--- config.mk ---
export PLATFORM = sky130hd
export DESIGN_NAME = lsu_mem_master
export DESIGN_NICKNAME = d
export VERILOG_FILES = /design/src/rtl/lsu_mem_master.sv
export SDC_FILE = /design/constraint.sdc
export NUM_CORES = 1
export LEC_CHECK = 0
export CELL_PAD_IN_SITES_DETAIL_PLACEMENT = 1
export CELL_PAD_IN_SITES_GLOBAL_PLACEMENT = 2
export CORE_MARGIN = 1.5
export CORE_UTILIZATION = 23
export DETAILED_ROUTE_END_ITERATION = 8
export PLACE_DENSITY = 0.87
export SYNTH_ARGS = -nofsm -noshare
export SYNTH_HDL_FRONTEND = slang
export SYNTH_SLANG_ARGS = --single-unit
export TNS_END_PERCENT = 5
--- constraint.sdc ---
create_clock -name clk -period 3.3 [get_ports clk]
set_clock_uncertainty 0.2 [all_clocks]
set_input_delay 0.66 -clock clk [delete_from_list [all_inputs] [get_ports clk]]
set_output_delay 0.66 -clock clk [all_outputs]
set_load 0.01 [all_outputs]
--- src/rtl/lsu_mem_master.sv ---
// Load/store unit memory master: takes one RV32I MEM-stage access, checks
// width/alignment, drives a byte-lane SRAM for one cycle and returns a response.
//
// state | meaning
// IDLE  | ready for a request; req_ready high
// WRITE | single-cycle store, byte strobes driven to the SRAM
// READ  | single-cycle load, SRAM data captured and extended
// RESP  | response held until rsp_ready
module lsu_mem_master #(
  parameter int ADDR_W = 16
) (
  input  logic              clk,
  input  logic              rst,
  input  logic              req_valid,
  output logic              req_ready,
  input  logic              req_we,
  input  logic [2:0]        req_funct3,
  input  logic [ADDR_W-1:0] req_addr,
  input  logic [31:0]       req_wdata,
  output logic              rsp_valid,
  input  logic              rsp_ready,
  output logic [31:0]       rsp_rdata,
  output logic [1:0]        rsp_err,
  output logic [3:0]        mem_w_en,
  output logic [ADDR_W-1:0] mem_address,
  output logic [31:0]       mem_write_data,
  input  logic [31:0]       mem_read_data
);

  typedef enum logic [1:0] {
    IDLE  = 2'd0,
    WRITE = 2'd1,
    READ  = 2'd2,
    RESP  = 2'd3
  } state_t;

  localparam logic [1:0] ERR_OK    = 2'b00;
  localparam logic [1:0] ERR_ALIGN = 2'b01;
  localparam logic [1:0] ERR_ILL   = 2'b10;

  state_t              state, state_nxt;
  logic                we_q;
  logic [2:0]          funct3_q;
  logic [ADDR_W-1:0]   addr_q;
  logic [31:0]         wdata_q;
  logic [31:0]         rdata_q;
  logic [1:0]          err_q;

  logic                accept;
  logic [1:0]          req_err;
  logic                req_illegal;
  logic                req_misaligned;
  logic [3:0]          strobe;
  logic [31:0]         load_ext;

  assign accept = req_valid && req_ready;

  // Classification works on the incoming request so an error can respond
  // one cycle after acceptance.
  always_comb begin
    req_illegal    = 1'b0;
    req_misaligned = 1'b0;
    if (req_we) begin
      req_illegal = !(req_funct3 == 3'b000 || req_funct3 == 3'b001 ||
                      req_funct3 == 3'b010);
    end else begin
      req_illegal = (req_funct3 == 3'b011 || req_funct3 == 3'b110 ||
                     req_funct3 == 3'b111);
    end
    case (req_funct3[1:0])
      2'b01:   req_misaligned = req_addr[0];
      2'b10:   req_misaligned = (req_addr[1:0] != 2'b00);
      default: req_misaligned = 1'b0;
    endcase
    if (req_illegal) begin
      req_err = ERR_ILL;
    end else if (req_misaligned) begin
      req_err = ERR_ALIGN;
    end else begin
      req_err = ERR_OK;
    end
  end

  always_comb begin
    strobe = 4'b0000;
    case (funct3_q[1:0])
      2'b00:   strobe = 4'b0001;
      2'b01:   strobe = 4'b0011;
      2'b10:   strobe = 4'b1111;
      default: strobe = 4'b0000;
    endcase
  end

  always_comb begin
    load_ext = 32'h0;
    case (funct3_q)
      3'b000:  load_ext = {{24{mem_read_data[7]}}, mem_read_data[7:0]};
      3'b001:  load_ext = {{16{mem_read_data[15]}}, mem_read_data[15:0]};
      3'b010:  load_ext = mem_read_data;
      3'b100:  load_ext = {24'h0, mem_read_data[7:0]};
      3'b101:  load_ext = {16'h0, mem_read_data[15:0]};
      default: load_ext = 32'h0;
    endcase
  end

  always_ff @(posedge clk) begin
    if (rst) begin
      state <= IDLE;
    end else begin
      state <= state_nxt;
    end
  end

  always_comb begin
    state_nxt = state;
    req_ready = 1'b0;
    rsp_valid = 1'b0;
    case (state)
      IDLE: begin
        req_ready = 1'b1;
        if (req_valid) begin
          if (req_err != ERR_OK) begin
            state_nxt = RESP;
          end else if (req_we) begin
            state_nxt = WRITE;
          end else begin
            state_nxt = READ;
          end
        end
      end
      WRITE: state_nxt = RESP;
      READ:  state_nxt = RESP;
      RESP: begin
        rsp_valid = 1'b1;
        if (rsp_ready) begin
          state_nxt = IDLE;
        end
      end
      default: state_nxt = IDLE;
    endcase
  end

  always_ff @(posedge clk) begin
    if (rst) begin
      we_q     <= 1'b0;
      funct3_q <= 3'b000;
      addr_q   <= '0;
      wdata_q  <= 32'h0;
      rdata_q  <= 32'h0;
      err_q    <= ERR_OK;
    end else if (accept) begin
      we_q     <= req_we;
      funct3_q <= req_funct3;
      addr_q   <= req_addr;
      wdata_q  <= req_wdata;
      rdata_q  <= 32'h0;
      err_q    <= req_err;
    end else if (state == READ) begin
      rdata_q  <= load_ext;
    end
  end

  // Strobes are gated by reset combinationally so a reset in WRITE never
  // reaches the SRAM.
  assign mem_w_en       = (state == WRITE && !rst) ? strobe : 4'b0000;
  assign mem_address    = addr_q;
  assign mem_write_data = wdata_q;
  assign rsp_rdata      = rdata_q;
  assign rsp_err        = err_q;

endmodule

## Yosys cells after proc, flatten, opt, wreduce, memory -nomap -nowiden

Index checks and enable logic that the tools add are counted.

- Output and inout port bits: 88
- Flip-flop bits (word level): 87

- Equal/unequal tests: 18
- Reduce and logical (&&, ||, !) cells: 17
- Multiplexer cells: 14

Operator list:

| operator | count |
|---|---|
| one-hot mux 32 bit (5 select lines) | 1 |
| == test 3 bit, second input constant | 4 |
| one-hot mux 4 bit (3 select lines) | 1 |
| two-way mux 2 bit | 5 |
| == test 3 x 2 -> 1 bit, second input constant | 3 |
| == test 2 bit, second input constant | 4 |
| == test 2 x 1 -> 1 bit, second input constant | 3 |
| == test 3 x 1 -> 1 bit, second input constant | 2 |
| logical NOT 3 bit | 2 |
| one-hot mux 2 bit (3 select lines) | 1 |
| logical NOT 2 bit | 2 |
| logical OR 1 bit | 4 |
| two-way mux 1 bit | 4 |
| two-way mux 4 bit | 1 |
| != test 2 bit, second input constant | 2 |
| nonzero test 2 bit | 2 |
| OR reduction 2 bit | 2 |
| logical AND 1 bit | 2 |
| logical NOT 1 bit | 2 |
| one-hot mux 1 bit (2 select lines) | 1 |
| AND reduction 2 bit | 1 |

## Depth between registers and ports, before layout

- Word-level depth: 10
- Mapped depth: 11
- Depth with buffers taken out: 6

## Least setup slack after synthesis

No wires, ideal clock.

- Path kind: input to output
- Start point: in rst
- End point: out mem_w_en[3]
- Stages on the path: 3
- Data required time: 2.440 ns
- Arrival time: 1.284 ns
- Slack: 1.156 ns
- Cell sequence: clkbuf_1 > and3b_1 > buf_4

- Cells in the longest elaborated chain, start to end: 3

RTL lines:

| item | line | RTL |
|---|---|---|
| start, declared | 13 | `input logic rst,` |
| logical NOT 1 bit | 165 | `assign mem_w_en = (state == WRITE && !rst) ? strobe : 4'b0000;` |
| logical AND 1 bit | 165 |  |
| two-way mux 4 bit | 165 |  |
| end, declared | 24 | `output logic [3:0] mem_w_en,` |

No other way between the ends.

## Worst setup path in the final report

- Start point: reg funct3_q[0]
- End point: out mem_w_en[2]

- Cells in the longest elaborated chain, start to end: 3

RTL lines:

| item | line | RTL |
|---|---|---|
| start, declared | 43 | `logic [2:0] funct3_q;` |
| start signal, assigned | 153 | `funct3_q <= req_funct3;` |
| == test 2 bit, or another cell as far along | 86 | `case (funct3_q[1:0])` |
| one-hot mux 4 bit (3 select lines) (*) | 86 |  |
| two-way mux 4 bit (*) | 165 |  |

Every way passes the cells marked *; elsewhere a longest branch is shown, timed or not.

==> summary.log <==
[worst_setup_path] worst endpoint required time 2440 ps
[timing] maximum achievable frequency 350 MHz
[final_layout] layout net count 700
[synthesis] largest family of logic cells by synthesized area compound AO/OA/AOI/OAI gates
[final_layout] Area growth syn-to-layout 61.3%
[placement] RePlAce Congestion 0.729
[timing] fraction of the cycle the final worst path needs 0.865
[floorplan] Vert. Die Dim 128 um
[floorplan] effective utilization at floorplan 0.235
[min_path] Worst Hold Depth 2
[pwr] Peak supply drop 0.000313 V
[synthesis] number of warnings printed during yosys synthesis 0
[routing] number of detailed-route iterations in the first pass 4
[timing] number of hold-slack violations in the final timing report 0
[floorplan] Die Width 128 um
[synthesis] simple-gate share of the synthesized area 0.171
[synthesis] post-synthesis compound-gate area fraction 0.214
[floorplan] placement row count 45
[clock_network] TritonCTS clock tree yes
[clock_network] clock root buffer clkbuf_16
[timing] unrepaired setup endpoints after global routing false
[routing] average via count per standard cell 4.54
[worst_setup_path] cells traversed along the worst timing path inv_1 -> ha_1 -> and3b_1 -> clkdlybuf4s50_1
[worst_setup_path] Critical Path Fanout Max 10
[clock_network] number of gates given a new drive strength after cts 0
[pwr] power density over the cells 670 mW/mm2
[clock_network] Max H-tree Level 3
[placement] HPWL Detailed 8.72 mm
[pwr] clock share of power 0.292
[outcome] run status finished clean
[routing] total length of routed wires 12.2 mm
[global_routing] initial antenna violation count 0
[timing] final setup TNS 0 ps
[placement] cell area after placement 0.00544 mm2
[synthesis] area leader, netlist dfxtp_1
[global_routing] grt total ovfl 0
[global_routing] wire length of the first global-routing pass 19.7 mm
[timing] pin slew with the least headroom to its limit 565 ps
[pwr] part of the power in registers 0.346
[synthesis] number of instances in the synthesized netlist 440
[final_layout] commonest non-fill, non-tap cell in the layout clkdlybuf4s50_1
[synthesis] async set-or-reset flop fraction in the synthesized netlist 0
[final_layout] final-layout fill cell count 1763
[synthesis] synthesized area per cell 8.13 um2
[final_layout] area used by multi-input combinational logic 0.00153 mm2
[worst_setup_path] Reg2Reg Depth 7
[timing] max-slew violations 0
[clock_network] Clk Latency, worst-skew pair 340 ps
[floorplan] core box area 0.0152 mm2
[routing] First DRT Iteration DRCs 134
[synthesis] Post-Synthesis Cell Area 0.00358 mm2
[worst_setup_path] critical path class reg2out
[pwr] internal power consumption 0.00256 W
[synthesis] synthesized-area fraction occupied by adder cells 0.0420
[synthesis] post-synth net total 540
[routing] DR WL/cell 15.4 um
[placement] IO Port Bufs 175
[synthesis] parity-gate share of the synthesized area counting xor and xnor cells 0
[global_routing] via count of the first global-routing pass 3866
[worst_setup_path] Critical Path AT 1990 ps
[routing] DRC violation count after routing 0
[worst_setup_path] delay of the slowest critical-path stage 570 ps
[clock_network] number of CTS-inserted buffers 9
[clock_network] Worst-path clk slew 60 ps
[final_layout] Storage cell area 0.00174 mm2
[synthesis] multiplexer fraction of the synthesized cell area 0
[min_path] worst min-delay path category reg2reg
[synthesis] flop and latch count out of synthesis 87
[worst_setup_path] startpoint kind of the worst setup timing path register
[timing] final critical delay including setup and external delays 2850 ps
[synthesis] top_reg_cell synth dfxtp_1
[timing] Relative slew margins 0.624
[floorplan] number of primary I/O pins 176
[pwr] leakage power summed over all cells 2.07 nW
[synthesis] most area-consuming cells after synthesis dfxtp_1, a21oi_1, nand2_1, o32ai_1, ha_1
[pwr] power spent charging and discharging nets 0.00131 W
[synthesis] proportion of netlist area held by the largest area contributor 0.487
[final_layout] commonest cells after routing, fill and taps aside clkdlybuf4s50_1, nand2_1, a21oi_1
[final_layout] diodes inserted 0
[worst_setup_path] Worst path slowest cell clkdlybuf4s50_1
[routing] number of nets still failing antenna checks after routing 0
[clock_network] CTS sink count 87
[floorplan] area of the die 0.0163 mm2
[pwr] combinational share of power 0.362
[global_routing] overall track demand over capacity in global routing 0.156
[global_routing] largest net degree at the start of global routing 53
[run] total of max-cap violations 0
[timing] Finish-stage setup viols 0
[synthesis] synth unique cells 29
[final_layout] final instance area 0.00577 mm2
[pwr] share of total power consumed by net switching 0.338
[synthesis] count of flip-flops with a built-in enable after synthesis 0
[worst_setup_path] CP endpoint kind primary output
[clock_network] Longest Clk Path Bufs 2
[final_layout] proportion of layout cells with a drive suffix above 1 0.0512
[synthesis] share of synthesized area occupied by flip-flops and latches 0.487
[clock_network] number of buffers inserted to repair setup after CTS 0
[clock_network] total of hold buffers inserted after clock tree synthesis 0
[pwr] total power of the final layout 0.00387 W
[routing] count of vias placed by the detailed router 3597
[per-layer routing]
| metal | share of wire | up-vias | routed length (um) | GRT usage |
|---|---|---|---|---|
| li1 | - | 1772 | - | - |
| met1 | 0.44 | 1691 | 5400 | 0.183 |
| met2 | 0.46 | 122 | 5650 | 0.257 |
| met3 | 0.077 | 10 | 932 | 0.0672 |
| met4 | 0.016 | 2 | 198 | 0.0509 |
| met5 | 0.00041 | - | 5 | 0 |
[cell type report]
class | instances | area share
repair buffers | 184 | 0.314
flip-flops and latches | 87 | 0.302
multi-input cells | 286 | 0.265
clock buffers | 10 | 0.0414
well taps | 188 | 0.0407
inverters | 32 | 0.0208
clock inverters | 6 | 0.0160
[metrics by stage]
stage | worst slack, ps | hold WS (ps) | cells | util
after floorplan | 1160 | 269 | 440 | -
after global routing | 294 | 279 | 793 | 0.380
after detailed placement | 539 | 247 | 777 | 0.358
after global placement | 569 | 241 | 777 | 0.358
final | 446 | 255 | 793 | 0.380
after CTS | 409 | 256 | 793 | 0.380
[registers in the layout, summed over array words and instances, names as in the netlist]
register	flops
mem_address	16
mem_write_data	32
rsp_err	2
funct3_q	3
state	2
rsp_rdata	32
[worst max-delay path, delay by kind of cell (launching register included)]
kind | cells | cell delay, ps
simple gates | 1 | 290
flops | 1 | 340
buf+inv | 2 | 660
fa+ha+maj | 1 | 360
[kinds of logic (layout without fill, tap and decap cells)]
family,count (synthesis),count (layout)
AO/OA/AOI/OAI,130,130
adder cells (fa/ha/maj),12,12
buffers and inverters,67,232
flip-flops,87,87
AND/OR/NAND/NOR,144,144
[power groups by stage]
stage / combinational, W / clock [W] / sequential (W)
global route: 0.00155 / 0.00122 / 0.00136
global placement: 0.00138 / 0 / 0.00135
detailed placement: 0.00142 / 0 / 0.00136
finish: 0.00140 / 0.00113 / 0.00134
floorplan: 0.000695 / 0 / 0.00142
CTS: 0.00143 / 0.00117 / 0.00134
[worst paths after layout]
kind,startpoint,end,slack (ps)
worst max register to register,funct3_q[0],rsp_rdata[29],960
worst min register to register,mem_write_data[16],mem_write_data[16],260
worst min-delay path,mem_write_data[16],mem_write_data[16],260
worst max-delay path,funct3_q[0],mem_w_en[2],450
[cell usage after synthesis (2+ instances only)]
master and n:
nand2b_1 2, nand2_1 115, nor2b_1 8, buf_1 3
nor2_1 10, ha_1 12, a21oi_1 96, o32ai_1 23
inv_1 32, and3b_1 2, nor3b_1 2, a211oi_1 2
buf_6 4, a21boi_0 2, clkbuf_1 23, buf_8 2
dfxtp_1 87, o21ai_0 4
Note: power is estimated with default switching activity, not from simulation.
